### config.mk
export PLATFORM = sky130hd
export DESIGN_NAME = serial_sub_ctrl
export DESIGN_NICKNAME = d
export VERILOG_FILES = /design/src/rtl/serial_sub_ctrl.sv
export SDC_FILE = /design/constraint.sdc
export NUM_CORES = 1
export LEC_CHECK = 0
export BUFFER_PORTS_ARGS = -buffer_cell sky130_fd_sc_hd__buf_2
export CORE_ASPECT_RATIO = 1.25
export CORE_MARGIN = 5
export CORE_UTILIZATION = 42
export DETAILED_ROUTE_END_ITERATION = 7
export SETUP_SLACK_MARGIN = 0.02
export SLEW_MARGIN = 5
export SYNTH_ARGS = -nofsm -noshare
export SYNTH_HDL_FRONTEND = slang
export SYNTH_SLANG_ARGS = --single-unit
### constraint.sdc
create_clock -name clk -period 3.4 [get_ports clk]
set_clock_uncertainty 0.2 [all_clocks]
set_input_delay 0.34 -clock clk [delete_from_list [all_inputs] [get_ports clk]]
set_output_delay 0.34 -clock clk [all_outputs]
set_load 0.01 [all_outputs]
### src/rtl/serial_sub_ctrl.sv
// serial_sub_ctrl: nibble-serial a - b - bin subtractor with an IDLE/RUN/DONE handshake.
// Ports:
//   clk, rst_n      clock and asynchronous active-low reset
//   start           operation request, sampled only in IDLE
//   a, b, bin       minuend, subtrahend (4*NIBBLES bits) and borrow-in
//   busy            high in RUN and DONE
//   done            one-cycle completion pulse (DONE state)
//   diff, bout      registered result and final borrow
//   zero            high when the completed diff is zero
module serial_sub_ctrl #(
  parameter int NIBBLES = 4
) (
  input  logic                 clk,
  input  logic                 rst_n,
  input  logic                 start,
  input  logic [4*NIBBLES-1:0] a,
  input  logic [4*NIBBLES-1:0] b,
  input  logic                 bin,
  output logic                 busy,
  output logic                 done,
  output logic [4*NIBBLES-1:0] diff,
  output logic                 bout,
  output logic                 zero
);
  localparam int W  = 4 * NIBBLES;
  localparam int IW = (NIBBLES > 1) ? $clog2(NIBBLES) : 1;
  typedef enum logic [1:0] {IDLE, RUN, DONE} state_t;
  state_t state, state_nx;
  logic [W-1:0]  ra, rb, res, res_nx;
  logic [IW-1:0] idx;
  logic          brw, last;
  logic [4:0]    slice;
  // Operands shift right each RUN cycle, so the active nibble is always [3:0];
  // result nibbles enter at the top and reach their place after NIBBLES shifts.
  assign slice  = {1'b0, ra[3:0]} - {1'b0, rb[3:0]} - 5'(brw);
  assign res_nx = W'({slice[3:0], res} >> 4);
  assign last   = idx == IW'(NIBBLES - 1);
  always_ff @(posedge clk or negedge rst_n)
    if (!rst_n) state <= IDLE;
    else state <= state_nx;
  always_comb begin
    state_nx = IDLE;
    busy     = state != IDLE;
    done     = state == DONE;
    if (state == IDLE) state_nx = start ? RUN : IDLE;
    else if (state == RUN) state_nx = last ? DONE : RUN;
  end
  always_ff @(posedge clk or negedge rst_n)
    if (!rst_n) begin
      ra   <= '0;
      rb   <= '0;
      res  <= '0;
      brw  <= 1'b0;
      idx  <= '0;
      diff <= '0;
      bout <= 1'b0;
      zero <= 1'b0;
    end else if (state == IDLE && start) begin
      ra  <= a;
      rb  <= b;
      brw <= bin;
      idx <= '0;
    end else if (state == RUN) begin
      ra  <= ra >> 4;
      rb  <= rb >> 4;
      brw <= slice[4];
      res <= res_nx;
      if (!last) idx <= idx + 1'b1;
      if (last) begin
        diff <= res_nx;
        bout <= slice[4];
        zero <= res_nx == '0;
      end
    end
endmodule
[Yosys cells after proc, flatten, opt, wreduce, memory -nomap -nowiden]
Index checks and enable logic that the tools add are counted.
Word-level totals
  bits in registers: 71
  word-level logic and storage cells: 38
Cells by class
  add/sub/neg operators: 3
  equality and inequality tests: 4
  muxes and demuxes: 13
  bitwise operators: 1
  reductions and logical operators: 8
Operators by type and width (count)
  $mux W16: 4
  $logic_not A16 Y1: 1
  $mux W2: 6
  $sub A4 B4 Y5: 1
  $sub A5 B1 Y5: 1
  $eq A2 B2 Y1 const B: 2
  $reduce_and A2 Y1: 2
  $reduce_bool A2 Y1: 2
  $mux W1: 3
  $reduce_and A3 Y1: 1
  $add A2 B1 Y2 const B: 1
  $eq A2 B1 Y1 const B: 1
  $logic_not A2 Y1: 1
  $ne A2 B1 Y1 const B: 1
  $logic_and A1 B1 Y1: 1
  $not A1 Y1: 1

[Logic depth before layout (Yosys ltp)]
  depth in word-level cells: 4
  mapped depth: 8
  depth with buffers taken out: 8

[Worst setup path before layout]
Ideal clock, no wire load.
  path type: register -> register
  from: register ra[0]
  to: register zero
  library setup time: 64 ps
  arrival time: 1921 ps
  path slack: 1215 ps
  cell stages (with the launch flop): 7
  path buffers: 0
  period minus slack after synthesis: 2185 ps
  cells stage by stage: dfrtp_1 > fa_1 > fa_1 > nor3_1 > nand4_1 > nor4_1 > a31o_2
On the way
  longest elaborated chain between the ends: 3
Ends and longest elaborated chain
  start, declared: RTL line 29  | logic [W-1:0] ra, rb, res, res_nx;
  start signal, assigned: RTL line 64  | ra <= ra >> 4;
  $sub A4 B4 Y5: RTL line 35  | assign slice = {1'b0, ra[3:0]} - {1'b0, rb[3:0]} - 5'(brw);
  $sub A5 B1 Y5: RTL line 35
  named net slice[1]: RTL line 32  | logic [4:0] slice;
  $logic_not A16 Y1: RTL line 72  | zero <= res_nx == '0;
  end signal, assigned: RTL line 57  | zero <= 1'b0;
  end signal, assigned: RTL line 72
  end, declared: RTL line 23  | output logic zero
The timed path passes the listed nets, and every way through them passes these cells.
A chain may end at the register's enable or synchronous reset.

[Worst setup path after layout]
  from: register ra[0]
  to: register zero
On the way
  longest elaborated chain between the ends: 3
Ends and longest elaborated chain (RTL line)
  $sub A4 B4 Y5: 35
  $sub A5 B1 Y5: 35
  $logic_not A16 Y1: 72
No other way between the ends.

==> flow_summary.toml <==
[grt]
first_global_vias = 2246
grt_pass1_wl_mm = 10.6
antenna_found_initial = 0
track_usage_pct = 15.1
grt_max_degree = 48
grt_remaining_overflow = 0

[clock_tree]
cts_tree = "built"
cts_max_path_buffers = 2
root_buffer = "clkbuf_8"
clkSinkCount = 67
clk-insertion-delay-late_ns = 0.35
cts_buffers = 9
cts_setup_buffers = 0
path_clk_slew_ns = 0.07
cts-resized-gates = 0
cts_max_level = 3

[drt]
num_vias = 2118
first_iter_violations = 130
routed_wl_mm = 5.96
viasPerCell = 4.88
firstDrtPassIters = 4
routedWlPerCell_um = 13.7
ant_nets = 0
drc = 0

[sta]
max-slew-margin-rel_pct = 45.4
setup_tns_ns = 0
max_freq_ghz = 0.428
holdWs_ns = 0.0219
finalMaxSlewViolations = 0
layout_min_cycle_time_ns = 2.34
layout_worst_path_cycle_share_pct = 68.7
hold_viol_final = 0
worst_pin_slew_ns = 0.818
setup_violations = 0
rsz0062_at_grt = "no"
layout_setup_ws_ns = 1.06

[floorplan]
initial_utilization_pct = 42.6
die_h_um = 104
core-area_mm2 = 0.00689
io_pins = 56
chipWidth_um = 84.8
die-area_mm2 = 0.00878
fp-row-count = 34

[critical_path]
startpoint_type = "flop"
end_kind = "flop"
crit_fanout = 3
crit_arrival_ns = 2.42
path_buf_inv = 0
path_cells = "fa_1 > fa_1 > xnor2_1 > nand4_1 > nor4_1 > a31o_2"
crit_path_frequent_cell = "fa_1"
cp_top_family = "adder cells"
cp.required_ns = 3.49
worstSetupPathType = "reg2reg"
critPathSlowestCell = "fa_1"
worst_path_largest_cell_delay_ns = 0.47

[place]
place.port_buffers = 55
dpl.hpwl_mm = 4.05
preCtsSetupSlack_ns = 1.06
routabilityCongestion = 0.788

[synth]
ys_seq_area_share_pct = 57.0
muxShareOfSynthArea_pct = 6.77
synth_compound_area_share_pct = 10.4
synth_top_family_by_area = "simple AND/OR/NAND/NOR gates"
ys_warn_count = 0
syn_nets = 321
netlist_area_mm2 = 0.00294
ys_ff_latch = 67
yosysUniqueCellTypes = 31
avgSynthCellArea_um2 = 10.6
synth_xor_area_share_pct = 1.19
synth_fa_ha_area_share_pct = 4.34
synthCells = 276
synth-simple-area-share_pct = 16.0

[layout]
multi_input_area_mm2 = 0.00114
layout-drive-gt1-share_pct = 27.3
fin_nets = 384
antenna_cells = 0
fill_cells = 657
seqCellArea_mm2 = 0.00168
final_common_cell = "nand2_1"
syn_to_final_growth_pct = 21.0
final_cell_mix = "90 x nand2_1, 67 x dfrtp_1, 55 x buf_2, 21 x a22oi_1, 17 x o21ai_0"

[pwr]
p_per_area_mw_per_mm2 = 980
p_leak_nw = 1.84
vdd_ir_drop_max_mv = 0.425

[status]
status = "complete, no violations"

[hold_path]
hold_class = "in2reg"

[job]
max_cap_viol_count = 0
cell type report:
type                    instances  area share (%)
repair buffers                 68            11.5
inverters                      10            1.06
well taps                      90            3.17
clock buffers                  12            4.36
flip-flops and latches         67            47.1
multi-input cells             183            32.1
clock inverters                 4           0.704
synth_stat cells:
cell type | instances | area share [%]
or4_1 | 1 | 0.26
fa_1 | 2 | 1.4
a21oi_1 | 1 | 0.17
nand2_2 | 1 | 0.21
a22oi_1 | 21 | 5.4
a22o_1 | 1 | 0.30
nand3b_1 | 1 | 0.26
nor2b_4 | 1 | 0.47
a221o_1 | 4 | 1.4
nor2_2 | 1 | 0.21
xnor2_1 | 4 | 1.2
dfrtp_1 | 67 | 57
mux2_4 | 11 | 5.6
buf_6 | 1 | 0.38
o21ai_0 | 17 | 2.9
a31o_2 | 1 | 0.30
mux2_2 | 3 | 1.1
nand2b_1 | 2 | 0.43
buf_2 | 14 | 2.4
or2_2 | 1 | 0.21
nor3_1 | 5 | 0.85
nor2b_1 | 1 | 0.21
nor4_1 | 2 | 0.43
nand4_1 | 1 | 0.21
nor2_1 | 2 | 0.26
nor3b_1 | 1 | 0.26
and2_0 | 1 | 0.21
ha_1 | 7 | 3.0
buf_4 | 1 | 0.26
inv_1 | 10 | 1.3
nand2_1 | 90 | 11
repair_timing:
| item | 4_1_cts | 5_1_grt |
|---|---|---|
| hold buffers | 9 | 0 |
| endpoints found under the setup margin | 0 | 0 |
| endpoints found under the hold margin | 39 | 0 |
through the flow:
stage	cells	utilization (%)	area, µm²	total power [mW]
2_1_floorplan	276	-	2940	2.53
3_3_place_gp	409	47.7	3290	2.88
3_5_place_dp	409	47.7	3290	2.93
4_1_cts	434	51.6	3560	3.55
5_1_grt	434	51.6	3560	3.83
6_report	434	51.6	3560	3.48
path summary, 6_finish.rpt:
check / cells past startpoint / slack [ns] / from / end
max: 6 / 1.06 / ra[0] / zero
min: 3 / 0.02 / a[10] / ra[10]
max reg2reg: 6 / 1.06 / ra[0] / zero
min reg2reg: 2 / 0.27 / rb[7] / rb[7]
max in group asynchronous: 3 / 1.96 / rst_n / rb[15]
min in group asynchronous: 2 / 0.40 / rst_n / diff[3]
routing by layer:
layer  track usage, %  vias to the layer above  part of all wire (%)
met5                0                        -                     0
met1             18.5                      992                    44
met3             5.16                       14                   7.1
met4             6.22                        0                   2.2
met2             24.0                       62                    47
li1                 -                     1050                     -
sequential cells by signal (all words and copies together) (netlist names):
register	cells
ra	16
zero	1
rb	16
idx	2
brw	1
state	2
bout	1
res	12
diff	16
power breakdown:
group | total (mW) | internal (mW) | switching (mW)
clock network | 0.597 | 0.302 | 0.295
registers | 1.39 | 1.16 | 0.225
logic | 1.50 | 0.670 | 0.830
total | 3.48 | 2.13 | 1.35
tightest hold or removal path, cell delays in order:
cell and delay (ns):
buf_2 0.07, a22oi_1 0.07, nand2_1 0.06
cell families (layout without fill, tap and decap cells):
logic type,Yosys count,after routing
and+or+nand+nor,111,111
DFF,67,67
AOI/OAI and AO/OA,45,45
buffers and inverters,26,94
muxes,14,14
adders and majority gates,9,9
xor gates and xnor gates,4,4
No activity file was read; power rests on OpenSTA's default activity.
